`src/rtl/acq_seq_pkg.sv`:
```
// Shared types and constants for the acquisition sequencer.
// No logic; types, stop-reason codes and a width helper only.
// Not applicable (no datapath).
package acq_seq_pkg;

    // Sequencer states
    typedef enum logic [1:0] {
        IDLE  = 2'd0,
        CLEAR = 2'd1,
        RUN   = 2'd2,
        DRAIN = 2'd3
    } state_t;

    // Stop-reason codes reported on stop_reason
    localparam logic [1:0] REASON_HOST     = 2'd0;
    localparam logic [1:0] REASON_DURATION = 2'd1;
    localparam logic [1:0] REASON_LIMIT    = 2'd2;
    localparam logic [1:0] REASON_OVERFLOW = 2'd3;

    // Width of a down-phase counter able to hold max(a, b) - 1
    function automatic int unsigned phase_width(input int unsigned a, input int unsigned b);
        int unsigned m;
        m = (a > b) ? a : b;
        return (m < 2) ? 1 : $clog2(m);
    endfunction

endpackage

```
`src/rtl/sat_counter.sv`:
```
// Up-counter that sticks at all-ones instead of wrapping; clear wins over inc.
// Value updates one cycle after clear/inc.
// No backpressure; inc is accepted every cycle.
module sat_counter #(
    parameter int WIDTH = 32
) (
    input  logic             clk,
    input  logic             reset,
    input  logic             clear,
    input  logic             inc,
    output logic [WIDTH-1:0] value
);

    logic [WIDTH-1:0] r_value;

    // Count up on inc, hold at all-ones, restart on clear
    always_ff @(posedge clk or posedge reset) begin
        if (reset) begin
            r_value <= '0;
        end else if (clear) begin
            r_value <= '0;
        end else if (inc && (r_value != {WIDTH{1'b1}})) begin
            r_value <= r_value + {{(WIDTH-1){1'b0}}, 1'b1};
        end
    end

    assign value = r_value;

endmodule

```
`src/rtl/acq_sequencer.sv`:
```
// Sequences the APD timer: optional counter clear, acquisition window, drain, status.
// All outputs registered; operate rises 1 cycle after start (or after CLR_CYCLES of clear).
// No backpressure; fifo_full only terminates the run and flags overflow.
module acq_sequencer
    import acq_seq_pkg::*;
#(
    parameter int DUR_W        = 32,
    parameter int CNT_W        = 32,
    parameter int CLR_CYCLES   = 4,
    parameter int DRAIN_CYCLES = 8
) (
    input  logic             clk,
    input  logic             reset,
    input  logic             start_cmd,
    input  logic             stop_cmd,
    input  logic             timed_mode,
    input  logic             clear_on_start,
    input  logic [DUR_W-1:0] duration,
    input  logic [CNT_W-1:0] record_limit,
    input  logic             data_rdy,
    input  logic             fifo_full,
    output logic             operate,
    output logic             reset_counter,
    output logic             busy,
    output logic             done,
    output logic             overflow,
    output logic [1:0]       stop_reason,
    output logic [CNT_W-1:0] record_count,
    output logic [DUR_W-1:0] elapsed
);

    localparam int PH_W = phase_width(CLR_CYCLES, DRAIN_CYCLES);
    localparam logic [PH_W-1:0] CLR_LAST   = PH_W'(CLR_CYCLES - 1);
    localparam logic [PH_W-1:0] DRAIN_LAST = PH_W'(DRAIN_CYCLES - 1);

    state_t            r_state;
    state_t            w_next_state;
    logic [PH_W-1:0]   r_phase;
    logic              r_timed;
    logic [DUR_W-1:0]  r_duration;
    logic [CNT_W-1:0]  r_limit;

    logic              r_operate;
    logic              r_reset_counter;
    logic              r_busy;
    logic              r_done;
    logic              r_overflow;
    logic [1:0]        r_stop_reason;

    logic              w_accept;
    logic              w_rec_phase;
    logic              w_ovf_evt;
    logic              w_dur_hit;
    logic              w_lim_hit;
    logic              w_set_reason;
    logic [1:0]        w_reason;

    // A timed start with zero duration would never open a window, so it is dropped
    assign w_accept    = (r_state == IDLE) && start_cmd && !(timed_mode && (duration == '0));
    assign w_rec_phase = (r_state == RUN) || (r_state == DRAIN);
    assign w_ovf_evt   = w_rec_phase && data_rdy && fifo_full;
    // elapsed still shows the count before this cycle, hence the minus one
    assign w_dur_hit   = r_timed && (elapsed == (r_duration - {{(DUR_W-1){1'b0}}, 1'b1}));
    assign w_lim_hit   = (r_limit != '0) && data_rdy &&
                         (record_count == (r_limit - {{(CNT_W-1){1'b0}}, 1'b1}));

    // Next state and stop reason selection
    always_comb begin
        w_next_state = r_state;
        w_set_reason = 1'b0;
        w_reason     = REASON_HOST;
        case (r_state)
            IDLE: begin
                if (w_accept) begin
                    w_next_state = clear_on_start ? CLEAR : RUN;
                end
            end
            CLEAR: begin
                // stop_reason was zeroed at start, so a host abort needs no reason write
                if (stop_cmd) begin
                    w_next_state = IDLE;
                end else if (r_phase == CLR_LAST) begin
                    w_next_state = RUN;
                end
            end
            RUN: begin
                if (data_rdy && fifo_full) begin
                    w_next_state = DRAIN;
                    w_set_reason = 1'b1;
                    w_reason     = REASON_OVERFLOW;
                end else if (stop_cmd) begin
                    w_next_state = DRAIN;
                    w_set_reason = 1'b1;
                    w_reason     = REASON_HOST;
                end else if (w_dur_hit) begin
                    w_next_state = DRAIN;
                    w_set_reason = 1'b1;
                    w_reason     = REASON_DURATION;
                end else if (w_lim_hit) begin
                    w_next_state = DRAIN;
                    w_set_reason = 1'b1;
                    w_reason     = REASON_LIMIT;
                end
            end
            DRAIN: begin
                if (r_phase == DRAIN_LAST) begin
                    w_next_state = IDLE;
                end
            end
            default: begin
                w_next_state = IDLE;
            end
        endcase
    end

    // State register and phase counter for the fixed-length CLEAR/DRAIN states
    always_ff @(posedge clk or posedge reset) begin
        if (reset) begin
            r_state <= IDLE;
            r_phase <= '0;
        end else begin
            r_state <= w_next_state;
            if ((w_next_state != r_state) || !((r_state == CLEAR) || (r_state == DRAIN))) begin
                r_phase <= '0;
            end else begin
                r_phase <= r_phase + {{(PH_W-1){1'b0}}, 1'b1};
            end
        end
    end

    // Run configuration captured on an accepted start
    always_ff @(posedge clk or posedge reset) begin
        if (reset) begin
            r_timed    <= 1'b0;
            r_duration <= '0;
            r_limit    <= '0;
        end else if (w_accept) begin
            r_timed    <= timed_mode;
            r_duration <= duration;
            r_limit    <= record_limit;
        end
    end

    // Control outputs registered from the next state so they align with it
    always_ff @(posedge clk or posedge reset) begin
        if (reset) begin
            r_operate       <= 1'b0;
            r_reset_counter <= 1'b0;
            r_busy          <= 1'b0;
            r_done          <= 1'b0;
        end else begin
            r_operate       <= (w_next_state == RUN);
            r_reset_counter <= (w_next_state == CLEAR);
            r_busy          <= (w_next_state != IDLE);
            r_done          <= (r_state != IDLE) && (w_next_state == IDLE);
        end
    end

    // Run status: cleared by a new start, otherwise held after the run ends
    always_ff @(posedge clk or posedge reset) begin
        if (reset) begin
            r_overflow    <= 1'b0;
            r_stop_reason <= REASON_HOST;
        end else if (w_accept) begin
            r_overflow    <= 1'b0;
            r_stop_reason <= REASON_HOST;
        end else begin
            if (w_ovf_evt) begin
                r_overflow <= 1'b1;
            end
            if (w_set_reason) begin
                r_stop_reason <= w_reason;
            end
        end
    end

    sat_counter #(.WIDTH(DUR_W)) u_elapsed (
        .clk   (clk),
        .reset (reset),
        .clear (w_accept),
        .inc   (r_state == RUN),
        .value (elapsed)
    );

    // Records are counted through DRAIN too, so the count may exceed the limit
    sat_counter #(.WIDTH(CNT_W)) u_record_count (
        .clk   (clk),
        .reset (reset),
        .clear (w_accept),
        .inc   (w_rec_phase && data_rdy),
        .value (record_count)
    );

    assign operate       = r_operate;
    assign reset_counter = r_reset_counter;
    assign busy          = r_busy;
    assign done          = r_done;
    assign overflow      = r_overflow;
    assign stop_reason   = r_stop_reason;

endmodule

```
`config.mk`:
```
export PLATFORM = sky130hd
export DESIGN_NAME = acq_sequencer
export DESIGN_NICKNAME = d
export VERILOG_FILES = /design/src/rtl/acq_seq_pkg.sv /design/src/rtl/sat_counter.sv /design/src/rtl/acq_sequencer.sv
export SDC_FILE = /design/constraint.sdc
export NUM_CORES = 1
export LEC_CHECK = 0
export CORE_ASPECT_RATIO = 0.8
export CORE_UTILIZATION = 55
export CTS_CLUSTER_DIAMETER = 50
export DETAILED_ROUTE_END_ITERATION = 16
export PLACE_DENSITY = 0.82
export SKIP_CTS_REPAIR_TIMING = 1
export SYNTH_ARGS = -nofsm -noshare
export SYNTH_HDL_FRONTEND = slang
export SYNTH_SLANG_ARGS = --single-unit
```
`constraint.sdc`:
```
create_clock -name clk -period 13.3 [get_ports clk]
set_clock_uncertainty 0.15 [all_clocks]
set_input_delay 2.66 -clock clk [delete_from_list [all_inputs] [get_ports clk]]
set_output_delay 2.66 -clock clk [all_outputs]
set_load 0.03 [all_outputs]
```
==> reports/metrics.yaml <==
run_status:
  status: "completed"
timing:
  fin_crit_sh_pct: 41.1
  max-slew-margin-rel_pct: 32.1
  tns_ns: 0
  finalHoldViolCount: 0
  setup_viol: 0
  worstMarginPinSlew_ns: 1.02
  rsz0062_at_grt: "false"
  finalMaxSlewViolations: 0
  max_freq_mhz: 183
  period_needed_ns: 5.46
power_and_ir_drop:
  ir_worst_vdd_mv: 0.112
  p_per_area_nw_per_um2: 203
  power_mw: 2.19
  p_leak_nw: 4.27
floorplan:
  dieArea_sq_um: 16100
  pin_count: 143
  rows: 40
  coreArea_sq_um: 15200
  start_util_pct: 56.7
  fp.dieW_um: 142
  die_h_um: 114
worst_hold_path:
  holdPathStages: 1
  hp-class: "reg -> reg"
  worstHoldStart: "r_phase[0]$_DFF_PP0_"
yosys:
  synth_edf_count: 0
  yosys_warnings: 0
  synth-async-reset-ratio_pct: 100
  syn_inst: 901
  synth_ff_type: "dfrtp_1"
  synthesis.area_sq_um: 8600
  synth_cell_types: 72
  yosysSeqAreaShare_pct: 41.0
  synth_fp_nets: 981
  ys_ff_latch: 141
  avgSynthCellArea_sq_um: 9.54
grt:
  grt.overflow.total: 0
  grt_pass1_wl_um: 39300
  grt.met1_usage_pct: 49.4
  grt_pass1_vias: 7170
  grt_max_degree: 93
  grt_use_met2_pct: 44.5
  grt_usage_pct: 32.0
  grt-busiest-layer: "met1"
  use_met3_pct: 7.22
  antenna_found_initial: 0
setup_path:
  worstSetupPathType: "in -> reg"
  endpoint_kind: "flip-flop"
  cp_data_arrival_time_ns: 5.61
  crit_fanout: 3
  r2r-start: "r_duration[0]$_DFFE_PP0P_"
  startpoint: "data_rdy"
  r2r_cells: 11
  crit_required_ns: 13.45
  cp-start-kind: "input port"
final_layout:
  final_common_cell: "clkdlybuf4s50_1"
  fin_area_sq_um: 10800
  antenna_cells: 0
  synthToLayoutAreaGrowth_pct: 25.7
  fin_nets: 1112
  fillers: 1142
  layout_common_cells: "142 x clkdlybuf4s50_1, 141 x dfrtp_1, 110 x nor2_1"
  fin_util_pct: 71.2
  layout-drive-gt1-share_pct: 11.3
place:
  portBuffers: 142
  place_hpwl_um: 17400
  place_area_sq_um: 10200
  gp_congestion: 0.961
drt:
  wirelength_um: 24400
  drtIter0Drc: 939
  drt_pass1_iterations: 5
  via_per_inst: 6.20
  vias: 7781
  avgRoutedWirePerCell_um: 19.4
  ant_nets: 0
  drc_errors: 0
job:
  max_cap_viol_count: 0
clocking:
  cts.sinks: 141
  clockRootBuffer: "clkbuf_16"
  clk_path_buf_depth: 2
  htreeDepth: 4
  path_clk_slew_ns: 0.06
  clk_latency_ns: 0.43
  cts_buffers: 17
  cts_tree: "yes"
[routing by layer]
layer / wire [um] / vias to the layer above
li1: - / 3526
met1: 11400 / 3793
met2: 10200 / 416
met3: 2410 / 46
met4: 395 / 0
met5: 0 / -
[synth_stat cells, types with 8 or more instances]
| cell | n | area share [%] |
|---|---|---|
| mux2_2 | 56 | 7.3 |
| dfrtp_1 | 141 | 41 |
| nor2b_1 | 8 | 0.58 |
| xnor2_1 | 58 | 5.9 |
| nand4_1 | 29 | 2.1 |
| nand3_1 | 40 | 2.3 |
| mux2i_1 | 10 | 1.2 |
| a21oi_1 | 17 | 0.99 |
| nand2_1 | 54 | 2.4 |
| o21ai_0 | 27 | 1.6 |
| nor4b_1 | 8 | 0.81 |
| a31oi_1 | 9 | 0.65 |
| and4_1 | 9 | 0.92 |
| and3_1 | 19 | 1.4 |
| or3_1 | 14 | 1.0 |
| inv_1 | 22 | 0.96 |
| nor4_1 | 26 | 1.9 |
| nor3_1 | 32 | 1.9 |
| xor2_1 | 67 | 6.8 |
| clkbuf_1 | 23 | 1.0 |
| ha_1 | 8 | 1.2 |
| nor2_1 | 110 | 4.8 |
| or4_1 | 12 | 1.0 |
[cell families after synthesis]
family,count (synthesis),synth area share [%]
buffers and inverters,56,2.63
multiplexers,66,8.50
XOR/XNOR,125,12.7
flip-flops,141,41.0
AND/OR/NAND/NOR,408,26.4
adder cells (fa/ha/maj),8,1.16
AO/OA/AOI/OAI,97,7.58
[power by group]
group / total, mW / switching, mW / internal (mW)
Clock: 0.512 / 0.189 / 0.323
Combinational: 0.837 / 0.436 / 0.401
Sequential: 0.843 / 0.269 / 0.574
Total: 2.19 / 0.895 / 1.30
[critical path: stages]
cell and delay [ns]:
clkdlybuf4s50_1 0.53, nand3_1 0.10, nor3_1 0.23, o41ai_1 0.12, or4_1 0.55, a2111o_1 0.35, or4_4 0.54, nor3b_1 0.16
or3_1 0.38
[final timing paths]
kind                                                         to  slack (ns)
min reg2reg                                r_phase[0]$_DFF_PP0_        0.30
min                                        r_phase[0]$_DFF_PP0_        0.30
max in group asynchronous  u_record_count.value[18]$_DFFE_PP0P_        9.21
max                                  stop_reason[0]$_DFFE_PP0P_        7.84
min in group asynchronous                r_limit[0]$_DFFE_PP0P_        2.64
max reg2reg                          stop_reason[1]$_DFFE_PP0P_        9.15
[flip-flops by register name, indices dropped and copies added, names as in the netlist]
register / count
r_duration: 32
u_elapsed.value: 32
u_record_count.value: 32
reset_counter: 1
overflow: 1
operate: 1
done: 1
stop_reason: 2
r_state: 2
r_limit: 32
r_phase: 3
busy: 1
r_timed: 1
[final cells by class]
type | instances | area (sq um) | area share, %
clock buffers | 21 | 460 | 4.26
clock inverters | 11 | 164 | 1.52
inverters | 22 | 87.6 | 0.811
multi-input cells | 704 | 4850 | 44.9
flip-flops and latches | 141 | 3530 | 32.7
well taps | 210 | 263 | 2.43
repair buffers | 146 | 1450 | 13.4
[through the flow]
stage / instances / setup slack, ns / hold slack, ns
6_report: 1255 / 7.84 / 0.296
2_1_floorplan: 901 / 6.71 / 0.260
3_5_place_dp: 1223 / 7.47 / 0.291
5_1_grt: 1255 / 7.81 / 0.323
4_1_cts: 1255 / 7.88 / 0.298
3_3_place_gp: 1223 / 7.61 / 0.271
Note: power is estimated with default switching activity, not from simulation.
